`config.mk`:
```
export PLATFORM = sky130hd
export DESIGN_NAME = hazard_unit
export DESIGN_NICKNAME = d
export VERILOG_FILES = /design/src/rtl/pipeline_pkg.sv /design/src/rtl/forward_select.sv /design/src/rtl/hazard_unit.sv
export SDC_FILE = /design/constraint.sdc
export NUM_CORES = 1
export LEC_CHECK = 0
export CORE_MARGIN = 3
export CORE_UTILIZATION = 41
export CTS_BUF_LIST = sky130_fd_sc_hd__clkbuf_8 sky130_fd_sc_hd__clkbuf_16
export DETAILED_ROUTE_END_ITERATION = 12
export GPL_TIMING_DRIVEN = 0
export PLACE_DENSITY = 0.73
export SLEW_MARGIN = 25
export SYNTH_ARGS = -nofsm -noshare
export SYNTH_HDL_FRONTEND = slang
export SYNTH_SLANG_ARGS = --single-unit
```
`constraint.sdc`:
```
create_clock -name clk -period 2.3 [get_ports clk]
set_clock_uncertainty 0.1 [all_clocks]
set_input_delay 0.46 -clock clk [delete_from_list [all_inputs] [get_ports clk]]
set_output_delay 0.46 -clock clk [all_outputs]
set_load 0.01 [all_outputs]
```
`src/rtl/pipeline_pkg.sv`:
```
// Shared encodings for the RV32I pipeline control logic: result selects,
// forwarding selects and the data-memory wait FSM states.
package pipeline_pkg;

    localparam logic [1:0] RESULT_ALU = 2'b00;
    localparam logic [1:0] RESULT_MEM = 2'b01;
    localparam logic [1:0] RESULT_PC4 = 2'b10;

    localparam logic [1:0] FWD_RF = 2'b00;
    localparam logic [1:0] FWD_W  = 2'b01;
    localparam logic [1:0] FWD_M  = 2'b10;

    typedef enum logic {
        RUN,
        MEM_WAIT
    } mem_state_t;

    // x0 is hardwired to zero, so a write to it never creates a dependency
    function automatic logic regMatch(input logic [4:0] rd, input logic [4:0] rs);
        return (rd != 5'd0) && (rd == rs);
    endfunction

endpackage

```
`src/rtl/forward_select.sv`:
```
// Forwarding select for one execute-stage source operand; the memory stage
// holds the younger result, so it wins over writeback.
module forward_select
    import pipeline_pkg::*;
(
    input  logic [4:0] i_rs,
    input  logic [4:0] i_rdM,
    input  logic       i_regWriteM,
    input  logic [4:0] i_rdW,
    input  logic       i_regWriteW,
    output logic [1:0] o_sel
);

    always_comb begin
        o_sel = FWD_RF;
        if (i_regWriteM && regMatch(i_rdM, i_rs)) begin
            o_sel = FWD_M;
        end else if (i_regWriteW && regMatch(i_rdW, i_rs)) begin
            o_sel = FWD_W;
        end
    end

endmodule

```
`src/rtl/hazard_unit.sv`:
```
// Hazard unit for the 5-stage RV32I core: forwarding, load-use and branch
// handling, data-memory wait stall with timeout, and stall/flush counters.
module hazard_unit
    import pipeline_pkg::*;
#(
    parameter int MEM_TIMEOUT = 64,
    parameter int CNT_W       = 32
) (
    input  logic             clk,
    input  logic             rst_n,
    input  logic [4:0]       Rs1D,
    input  logic [4:0]       Rs2D,
    input  logic [4:0]       Rs1E,
    input  logic [4:0]       Rs2E,
    input  logic [4:0]       RdE,
    input  logic             RegWriteE,
    input  logic [1:0]       ResultSrcE,
    input  logic             PCSrcE,
    input  logic [4:0]       RdM,
    input  logic [4:0]       RdW,
    input  logic             RegWriteM,
    input  logic             RegWriteW,
    input  logic             MemReqM,
    input  logic             MemReadyM,
    output logic             StallF,
    output logic             StallD,
    output logic             StallE,
    output logic             StallM,
    output logic             FlushD,
    output logic             FlushE,
    output logic             FlushW,
    output logic [1:0]       ForwardAE,
    output logic [1:0]       ForwardBE,
    output logic             MemTimeout,
    output logic [CNT_W-1:0] StallCount,
    output logic [CNT_W-1:0] FlushCount
);

    localparam int WAIT_W = $clog2(MEM_TIMEOUT + 1);
    localparam logic [WAIT_W-1:0] WAIT_MAX = WAIT_W'(MEM_TIMEOUT);

    mem_state_t       r_state;
    mem_state_t       w_stateNext;
    logic [WAIT_W-1:0] r_waitCnt;
    logic [WAIT_W-1:0] w_waitCntNext;
    logic              r_memTimeout;
    logic [CNT_W-1:0]  r_stallCount;
    logic [CNT_W-1:0]  r_flushCount;

    logic       w_memStall;
    logic       w_loadUse;
    logic       w_branch;
    logic [1:0] w_fwdA;
    logic [1:0] w_fwdB;
    logic       w_regWriteEUnused;

    // Only the load itself creates a use hazard; RegWriteE is carried for completeness
    assign w_regWriteEUnused = RegWriteE;

    forward_select u_fwdA (
        .i_rs        (Rs1E),
        .i_rdM       (RdM),
        .i_regWriteM (RegWriteM),
        .i_rdW       (RdW),
        .i_regWriteW (RegWriteW),
        .o_sel       (w_fwdA)
    );

    forward_select u_fwdB (
        .i_rs        (Rs2E),
        .i_rdM       (RdM),
        .i_regWriteM (RegWriteM),
        .i_rdW       (RdW),
        .i_regWriteW (RegWriteW),
        .o_sel       (w_fwdB)
    );

    assign w_memStall = MemReqM && !MemReadyM;
    assign w_loadUse  = !w_memStall && (ResultSrcE == RESULT_MEM)
                        && (regMatch(RdE, Rs1D) || regMatch(RdE, Rs2D));
    // A redirect held in E during a memory stall fires once the stall drops
    assign w_branch   = !w_memStall && PCSrcE;

    always_comb begin
        StallF    = 1'b0;
        StallD    = 1'b0;
        StallE    = 1'b0;
        StallM    = 1'b0;
        FlushD    = 1'b1;
        FlushE    = 1'b1;
        FlushW    = 1'b1;
        ForwardAE = FWD_RF;
        ForwardBE = FWD_RF;
        if (rst_n) begin
            StallF    = w_memStall || (w_loadUse && !w_branch);
            StallD    = w_memStall || (w_loadUse && !w_branch);
            StallE    = w_memStall;
            StallM    = w_memStall;
            FlushD    = w_branch;
            FlushE    = w_branch || w_loadUse;
            FlushW    = w_memStall;
            ForwardAE = w_fwdA;
            ForwardBE = w_fwdB;
        end
    end

    always_comb begin
        w_stateNext   = r_state;
        w_waitCntNext = r_waitCnt;
        case (r_state)
            RUN: begin
                w_waitCntNext = '0;
                if (w_memStall) begin
                    w_stateNext = MEM_WAIT;
                end
            end
            MEM_WAIT: begin
                if (MemReadyM || !MemReqM) begin
                    w_stateNext   = RUN;
                    w_waitCntNext = '0;
                end else if (r_waitCnt != WAIT_MAX) begin
                    w_waitCntNext = r_waitCnt + WAIT_W'(1);
                end
            end
            default: begin
                w_stateNext   = RUN;
                w_waitCntNext = '0;
            end
        endcase
    end

    always_ff @(posedge clk or negedge rst_n) begin
        if (!rst_n) begin
            r_state      <= RUN;
            r_waitCnt    <= '0;
            r_memTimeout <= 1'b0;
        end else begin
            r_state   <= w_stateNext;
            r_waitCnt <= w_waitCntNext;
            if (w_waitCntNext == WAIT_MAX) begin
                r_memTimeout <= 1'b1;
            end
        end
    end

    always_ff @(posedge clk or negedge rst_n) begin
        if (!rst_n) begin
            r_stallCount <= '0;
            r_flushCount <= '0;
        end else begin
            if (StallF && !(&r_stallCount)) begin
                r_stallCount <= r_stallCount + CNT_W'(1);
            end
            if (FlushE && !(&r_flushCount)) begin
                r_flushCount <= r_flushCount + CNT_W'(1);
            end
        end
    end

    assign MemTimeout = r_memTimeout;
    assign StallCount = r_stallCount;
    assign FlushCount = r_flushCount;

endmodule
```
==> run summary <==
Entering global routing, the biggest net connects 43 pins. For the total negative slack for setup checks, the log shows 0 ns. The H-tree was split into 3 levels. The area of placed instances is 0.00536 mm².

TritonCTS built the clock tree. The first-pass GRT wire length is 18,400 µm. The startpoint identified for the worst register-to-register timing path is StallCount[7]. Clock tree synthesis selected as its root buffer the cell sky130_fd_sc_hd__clkbuf_8. After detailed routing, the average wire length per cell comes to 15.9 µm. Across the run, the number of max-cap violations was 0.

The number of port buffers was 119; the slew at the pin closest to its max-slew limit was 0.668 ns. STA puts the critical path data required time at 1.74 ns. For the arrival time of the worst setup path, the log shows 1.71 ns. Once detailed placement completed, the half-perimeter wirelength came to 7870 µm. The total inserted antenna cells was 0; the starting density of the core was 42.7%. After clock tree synthesis, the clock-pin slew on the worst setup and hold paths is 0.07 ns. The share of the Yosys chip area taken by registers is 45.8%. The post-layout minimum cycle time was 2.27 ns; the area overhead of the layout relative to synthesis was 50.3%. At the later pin of the worst-skew pair, clock insertion delay measures 0.34 ns. The ratio of routed vias to standard cells came out at 5.16. Across every metal layer, demand over resource in global routing totals 20.5%. During synthesis, Yosys emitted a total of 0 warnings.

The synthesized cell area was 0.00399 mm². The run finished with clean final reports. Vertical extent of the die: 105 µm.

The number of flip-flops and latches in the synthesized netlist was 73. Setup violations remaining at the end of the flow were counted as 0. The final cycle utilization of the critical path is 98.8%, and the leakage power of the design is 2.75 nW. The via count of the first global-routing pass came out at 3,712. The element type at the critical path end is an output pin. The final-report max-slew violation count is 0, and the summed area of non-filler cells in the final layout is 0.00599 mm². For this run, design rule violations remaining after detail routing come to 0.

The tools report the critical path startpoint as RdE[1]. Leaving out filler cells and counting taps, the final layout contains 692. In this run the most critical hold path is launched from MemTimeout. Headroom to the max-slew limit came out at 54.9%.

The CTS buffer count was 9; the share of the synthesized area in the top cell type was 45.8%. After synthesis, the netlist uses 42 different library cells. The tools report the number of antenna violations at the first check in global routing as 0. The detailed router placed 3,572 vias in this run. After detailed placement, the design holds a cell count of 658.

The floorplan has 35 rows. The die is 105 µm wide. In this run the remaining antenna-violating nets after routing total 0. The share of flip-flops with an asynchronous set or reset after synthesis works out to 100%.

Most numerous cell in the Yosys netlist: sky130_fd_sc_hd__dfrtp_1. Each instance of the synthesized netlist takes up on average 9.74 µm². Timing would allow up to 440 MHz.

Classification of the worst-slack hold path: register to register. The number of nets in the synthesized netlist is 458. The net count reported at finish is 607. The peak fanout along the critical path came out at 5.

The number of enable flip-flop cells after synthesis was 0; the total length of routed wires was 11,000 µm. The detailed-routing iteration count for the pre-antenna-repair pass was 6; the largest buffer count on any clock path was 2. Cells fill 64.2% of the core in the end. The number of hold violations in the final report is 0. Synthesis produced 409 cells.

In this run the count of I/O pins placed on the die edge is 121. The most used flip-flop cell after synthesis is sky130_fd_sc_hd__dfrtp_1. In the synthesized netlist, the cells that appear most often are 73 x sky130_fd_sc_hd__dfrtp_1, 62 x sky130_fd_sc_hd__xor2_1, 41 x sky130_fd_sc_hd__nor2_1. For the worst setup slack before clock tree synthesis, the log shows -1.15 ns. Power spread over the standard cell area amounts to 555 mW/mm². IR analysis of the VDD net gives a maximum drop of 0.000527 V. The logs give 0 for the remaining global-route overflow and 73 for the total number of clock tree sinks.

The share of final-layout standard cells stronger than drive strength 1 was 20.2%. The critical setup path kind is input pin to output pin. The worst hold slack came out at 0.382 ns. Sorting the synthesized cells by area gives the leading types as sky130_fd_sc_hd__dfrtp_1 46%, sky130_fd_sc_hd__xor2_1 14%, sky130_fd_sc_hd__xnor2_1 7.7%. The core region is 0.00933 mm². sky130_fd_sc_hd__dfrtp_1 takes more of the synthesized area than any other cell. Setup repair after global routing could not meet its margin everywhere. The tools report the total power of the final layout as 3.33 mW. At the end of routability-driven placement, the weighted congestion stood at 0.843. Across all setup checks in the final design, the least slack found is 0.0283 ns. Reg2reg setup slack: 0.11 ns. The floorplan die area was 0.0109 mm²; the detailed router's first-iteration violation count was 107.

The kind of start point of the critical path is an input pin.
[critical path, cell delays in order]
cell and delay [ns]:
sky130_fd_sc_hd__buf_8 0.09, sky130_fd_sc_hd__or4_4 0.54, sky130_fd_sc_hd__nor2_4 0.13, sky130_fd_sc_hd__nor2_4 0.06, sky130_fd_sc_hd__a21oi_4 0.22, sky130_fd_sc_hd__inv_1 0.06
sky130_fd_sc_hd__buf_2 0.14
[report_power, final]
part / internal [mW] / total [mW] / switching, mW
sequential: 1.37 / 1.49 / 0.118
clock: 0.645 / 1.15 / 0.502
combinational: 0.370 / 0.693 / 0.323
[area by class of cell]
type | instances | area, µm²
clock inverter | 6 | 87.6
timing repair buffer | 139 | 1330
sequential | 73 | 1830
clock buffer | 10 | 138
inverter | 16 | 62.6
tap | 129 | 161
fill | 760 | 3340
multi-input combinational | 313 | 2320
buffer | 6 | 56.3
[logic make-up (layout without fill, tap and decap cells)]
logic type	count (synthesis)	after routing	share of synthesized area [%]
compound gates	12	12	2.26
xor+xnor	97	97	21.3
fa+ha+maj	4	4	1.26
buf+inv	23	177	2.67
flops	73	73	45.8
mux	4	4	1.10
simple gates	196	196	25.6
[layout by cell type, fill, tap and decap left out, types with 15 or more instances in the layout]
master and count:
sky130_fd_sc_hd__clkdlybuf4s50_1 70, sky130_fd_sc_hd__nand2_1 32, sky130_fd_sc_hd__xnor2_1 34, sky130_fd_sc_hd__buf_2 15, sky130_fd_sc_hd__nand3_1 32, sky130_fd_sc_hd__buf_4 17
sky130_fd_sc_hd__dfrtp_1 71, sky130_fd_sc_hd__nor2_1 37, sky130_fd_sc_hd__nor3_1 22, sky130_fd_sc_hd__xor2_1 62, sky130_fd_sc_hd__dlygate4sd2_1 15
[registers in the layout (all words and copies together) (netlist names)]
signal and cells:
MemTimeout 1, r_waitCnt 7, FlushCount 32, r_state 1, StallCount 32
[what timing repair did]
action / 4_1_cts / 5_1_grt
endpoints found under the setup margin: 74 / 48
gates resized for setup: 178 / 39
setup buffers: 9 / 8
hold buffers: 2 / 0
endpoints found under the hold margin: 31 / 0
pin swaps: 27 / 21
[routing by layer]
layer	vias up	wire, µm	global-route usage, %
met2	97	5680	35.7
li1	1715	-	-
met3	10	657	6.11
met1	1750	4570	25.0
met5	-	0	0
met4	0	108	4.78
[worst paths after layout]
kind,to,cells past startpoint
max,FlushE,7
min,MemTimeout,1
max reg2reg,StallCount[24],7
min reg2reg,MemTimeout,1
max in group asynchronous,FlushCount[7],3
min in group asynchronous,StallCount[18],3
Power figures use the tool's default switching activity.
